File: src/rtl/magia_sync_node.sv
// Hardware barrier node: collects per-tile rising-edge arrivals at a common level and releases all tiles together.
// Optional barrier timeout flag is built only when MAGIA_SYNC_NODE_TIMEOUT_EN is defined.
module magia_sync_node #(
  parameter int unsigned N_TILES        = 4,
  parameter int unsigned LVL_WIDTH      = 1,
  parameter int unsigned TIMEOUT_CYCLES = 1024
) (
  input  logic                           clk_i,
  input  logic                           rst_i,
  input  logic [N_TILES-1:0]             sync_req_i,
  input  logic [N_TILES*LVL_WIDTH-1:0]   sync_lvl_i,
  output logic [N_TILES-1:0]             sync_ack_o,
  output logic [N_TILES-1:0]             sync_err_o,
  output logic [N_TILES-1:0]             arrived_o,
  output logic                           busy_o,
  output logic                           timeout_o
);

  localparam logic [1:0] ST_IDLE    = 2'd0;
  localparam logic [1:0] ST_COLLECT = 2'd1;
  localparam logic [1:0] ST_RELEASE = 2'd2;

  localparam logic [N_TILES-1:0] ALL_ONES = {N_TILES{1'b1}};

  logic [1:0]           state_q, state_d;
  logic [N_TILES-1:0]   req_q;
  logic [N_TILES-1:0]   mask_q, mask_d;
  logic [N_TILES-1:0]   ack_q, ack_d;
  logic [N_TILES-1:0]   err_q, err_d;
  logic [LVL_WIDTH-1:0] lvl_q, lvl_d;

  logic [N_TILES-1:0]   arrive;
  logic [N_TILES-1:0]   base_mask;
  logic [N_TILES-1:0]   new_arr;
  logic [N_TILES-1:0]   match;
  logic [N_TILES-1:0]   mask_next;
  logic [LVL_WIDTH-1:0] first_lvl;
  logic [LVL_WIDTH-1:0] ref_lvl;
  logic [LVL_WIDTH-1:0] tile_lvl [N_TILES];
  logic                 in_collect;

  assign arrive     = sync_req_i & ~req_q;
  assign in_collect = (state_q == ST_COLLECT);

  always_comb begin
    for (int k = 0; k < N_TILES; k++) begin
      tile_lvl[k] = sync_lvl_i[k*LVL_WIDTH +: LVL_WIDTH];
    end
  end

  // Level of the lowest-index tile arriving this cycle; opens a new barrier.
  always_comb begin
    first_lvl = '0;
    for (int k = N_TILES - 1; k >= 0; k--) begin
      if (arrive[k]) first_lvl = tile_lvl[k];
    end
  end

  // Outside COLLECT the mask is empty and the reference level comes from this
  // cycle's arrivals, so IDLE and RELEASE open a barrier the same way.
  always_comb begin
    ref_lvl   = in_collect ? lvl_q : first_lvl;
    base_mask = in_collect ? mask_q : '0;
    new_arr   = arrive & ~base_mask;
    for (int k = 0; k < N_TILES; k++) begin
      match[k] = (tile_lvl[k] == ref_lvl);
    end
    mask_next = base_mask | (new_arr & match);
  end

  always_comb begin
    state_d = ST_IDLE;
    mask_d  = '0;
    lvl_d   = lvl_q;
    err_d   = new_arr & ~match;
    if (!in_collect && (arrive != '0)) lvl_d = first_lvl;
    if (mask_next == ALL_ONES) begin
      state_d = ST_RELEASE;
      mask_d  = '0;
    end else if (mask_next != '0) begin
      state_d = ST_COLLECT;
      mask_d  = mask_next;
    end
    ack_d = (state_d == ST_RELEASE) ? ALL_ONES : '0;
  end

  always_ff @(posedge clk_i) begin
    if (rst_i) begin
      state_q <= ST_IDLE;
      req_q   <= '0;
      mask_q  <= '0;
      lvl_q   <= '0;
      ack_q   <= '0;
      err_q   <= '0;
    end else begin
      state_q <= state_d;
      req_q   <= sync_req_i;
      mask_q  <= mask_d;
      lvl_q   <= lvl_d;
      ack_q   <= ack_d;
      err_q   <= err_d;
    end
  end

  assign sync_ack_o = ack_q;
  assign sync_err_o = err_q;
  assign arrived_o  = mask_q;
  assign busy_o     = in_collect;

`ifdef MAGIA_SYNC_NODE_TIMEOUT_EN
  localparam int unsigned CNT_W = $clog2(TIMEOUT_CYCLES + 1);

  logic [CNT_W-1:0] cnt_q;
  logic             timeout_q;

  // Counts COLLECT cycles; the flag is set during the TIMEOUT_CYCLES-th one.
  always_ff @(posedge clk_i) begin
    if (rst_i) begin
      cnt_q     <= '0;
      timeout_q <= 1'b0;
    end else if (in_collect) begin
      if (cnt_q != CNT_W'(TIMEOUT_CYCLES)) cnt_q <= cnt_q + 1'b1;
      if (cnt_q == CNT_W'(TIMEOUT_CYCLES - 1)) timeout_q <= 1'b1;
    end else begin
      cnt_q <= '0;
    end
  end

  assign timeout_o = timeout_q;
`else
  assign timeout_o = 1'b0;
`endif

endmodule

File: config.mk
export PLATFORM = sky130hd
export DESIGN_NAME = magia_sync_node
export DESIGN_NICKNAME = d
export VERILOG_FILES = /design/src/rtl/magia_sync_node.sv
export SDC_FILE = /design/constraint.sdc
export NUM_CORES = 1
export LEC_CHECK = 0
export ABC_AREA = 0
export CORE_UTILIZATION = 35
export CTS_CLUSTER_SIZE = 28
export DETAILED_ROUTE_END_ITERATION = 16
export PLACE_DENSITY = 0.74
export REMOVE_ABC_BUFFERS = 1
export SETUP_SLACK_MARGIN = 0.2
export SYNTH_ARGS = -nofsm -noshare
export SYNTH_HDL_FRONTEND = slang
export SYNTH_SLANG_ARGS = --single-unit
File: constraint.sdc
create_clock -name clk_i -period 2.2 [get_ports clk_i]
set_clock_uncertainty 0.2 [all_clocks]
set_input_delay 0.44 -clock clk_i [delete_from_list [all_inputs] [get_ports clk_i]]
set_output_delay 0.44 -clock clk_i [all_outputs]
set_load 0.005 [all_outputs]
==> impl_metrics.yaml <==
cells_and_area:
  fin_cells: 160
  drive_gt1_share_pct: 41.7
  area_growth_pct: 62.3
  final_cell_area_um2: 1390
  nets: 144
  antenna_cells: 0
setup_path:
  max_stage_delay_ns: 0.42
  crit_chain: "and3b_1, a311o_2, o21ai_4, xor2_4, a21o_4, a311oi_1"
  cp_max_fo: 4
  cp.arrival_ns: 2.10
  slowest_stage: "a311o_2"
  critical_path_class: "flip-flop to flip-flop"
  r2r_cells: 6
  crit_cells: 6
  end_kind: "flip-flop"
  cpLargestDelayFamily: "compound AO/OA/AOI/OAI gates"
  startpoint_type: "flip-flop"
  critPathBufInv: 0
  critPathRequiredTime_ns: 2.20
synthesis:
  synth_ff_type: "dfxtp_1"
  syn-cell-area_um2: 856
  synthArstFlopShare_pct: 0
  synth.avg_cell_area_um2: 9.73
  ys_warn_count: 0
  synth.top_cells.by_area: "dfxtp_1, nor2b_1, buf_4"
  ys_types: 43
  ys_seq_area_share_pct: 37.4
  synth_seq_cells: 16
  synth-edff-count: 0
  synth_top_area_share_pct: 37.4
  synth_area_leader_cell: "dfxtp_1"
  netlist_instances: 88
clocking:
  clock_latency_ns: 0.28
  ctsHoldBuffers: 0
  cts-root-buf: "clkbuf_4"
  clockBufferDepth: 2
  tritoncts: "built"
  cts_buffers: 3
  h-tree-depth: 1
  numClockSinks: 16
  clk_pin_slew_ns: 0.09
global_route:
  global_route.usage.met1_pct: 22.8
  antenna_found_initial: 0
  grt_max_degree: 17
  grt_pass1_wl_mm: 3.71
  grt_usage_pct: 19.4
  grtUsageMet2_pct: 32.3
  overflow: 0
  grt_pass1_vias: 840
  grt.busiest_layer: "met2"
  grt_use_met3_pct: 2.38
floorplan:
  io_pins: 24
  rows: 17
  die_h_um: 51.5
  core-area_um2: 2250
  initial_core_util_pct: 38.0
  die-area_um2: 2650
  dieWidth_um: 51.5
timing:
  rsz0062_at_grt: "true"
  clock.fmax_mhz: 476
  hold_viol_final: 0
  finalSetupViolations: 0
  period_share_pct: 95.5
  fin_setup_tns_ns: 0
  fin_crit_ns: 2.10
  slew_viol_final: 0
detailed_routing:
  num_vias: 855
  drt_wl_total_mm: 2.40
  antenna_left: 0
  drt-initial-drc-count: 19
  dr.pass1.iters: 4
  wl_per_cell_um: 15.0
  viasPerCell: 5.34
  drc: 0
power_and_ir_drop:
  pwr_density_cell_nw_per_um2: 601
  leakagePower_nw: 0.559
  peakVddDrop_mv: 0.361
  power_mw: 0.834
placed_design:
  dp_hpwl_mm: 1.61
  placed_area_um2: 1230
  place.gp.congestion: 0.928
  dpl.cell_count: 153
  numPortBuffers: 22
hold_path:
  hold_path.class: "input pin to flip-flop"
  whs_path_depth: 2
job:
  cap_violations: 0
run_status:
  status: "finished clean"
[metal layers]
layer  share of wire [%]  wire length (um)  vias to the layer above
met5                   0                 0                        -
met4                 1.5                37                        0
met2                  54              1300                       21
met1                  41               979                      416
met3                 3.0                73                        4
li1                    -                 -                      414
[layout by cell type, fill, tap and decap left out, drive strengths merged, types with 3 or more instances in the layout]
master / Yosys / layout
buf: 5 / 25
dfxtp: 16 / 16
clkdlybuf4s50: 0 / 13
nor2b: 7 / 7
dlygate4sd2: 0 / 5
clkbuf: 1 / 5
nand2b: 4 / 4
xor2: 4 / 4
inv: 3 / 3
a21oi: 3 / 3
nor3b: 3 / 3
nor3: 3 / 3
a311oi: 3 / 3
o21ai: 3 / 3
[repair_timing]
item | 4_1_cts | 5_1_grt
endpoints found under the setup margin | 12 | 11
pin swaps | 11 | 11
resized for setup | 26 | 14
setup buffers | 2 | 2
cloned | 0 | 0
[where the power goes]
part / switching, mW / leakage [nW] / internal [mW]
Sequential: 0.0129 / 0.132 / 0.313
Combinational: 0.166 / 0.413 / 0.189
Clock: 0.0897 / 0.0138 / 0.0635
[worst reg2reg max path: stages, from the launching register on]
cell,delay (ns)
dfxtp_2,0.36
and3b_1,0.19
a311o_2,0.42
o21ai_4,0.26
xor2_4,0.14
a21o_4,0.26
a311oi_1,0.19
[cells in the mapped netlist, types with 2 or more instances]
master / number
dfxtp_1: 16
nor2b_1: 6
buf_4: 4
nand2b_1: 4
a21oi_1: 3
a311oi_1: 3
inv_1: 3
nor3b_1: 3
xor2_1: 3
a211oi_1: 2
a31oi_1: 2
and2_1: 2
nor2_1: 2
nor3_1: 2
nor4_1: 2
o211ai_1: 2
o21ai_0: 2
or3b_2: 2
[logic make-up (layout without fill, tap and decap cells)]
group	after synthesis	in the layout	synth area share [%]
simple gates	32	32	25.1
xor+xnor	5	5	6.00
other cells	1	1	0.438
buf+inv	9	53	5.85
flops	16	16	37.4
compound gates	25	25	25.1
[state kept, by name, indices dropped and copies added (netlist names)]
register,cells
arrived_o,4
sync_ack_o,1
req_q,4
lvl_q,1
sync_err_o,4
state_q,2
[stage by stage]
step                      utilization [%]  setup slack [ns]  hold slack (ns)
after floorplan                         -             0.107            0.273
after global placement               54.6            -0.416            0.301
after detailed placement             54.6            -0.481            0.308
after CTS                            59.1            0.0966            0.319
after global routing                 61.6            0.0441            0.224
final                                61.6            0.0998            0.222
[final timing paths]
path                                    start       endpoint  slack [ns]
worst max-delay path                 req_q[0]   arrived_o[0]         0.1
worst min-delay path            sync_req_i[0]       req_q[0]        0.22
worst max register to register       req_q[0]   arrived_o[0]         0.1
worst min register to register   arrived_o[0]  sync_err_o[0]        0.32
[layout make-up]
type / instances / area (um2)
clock buffers: 3 / 22.5
fillers: 189 / 866
inverters: 3 / 11.3
multi-input cells: 63 / 599
flip-flops and latches: 16 / 323
well taps: 28 / 35.0
repair buffers: 47 / 398
(Power assumes the default switching activity.)
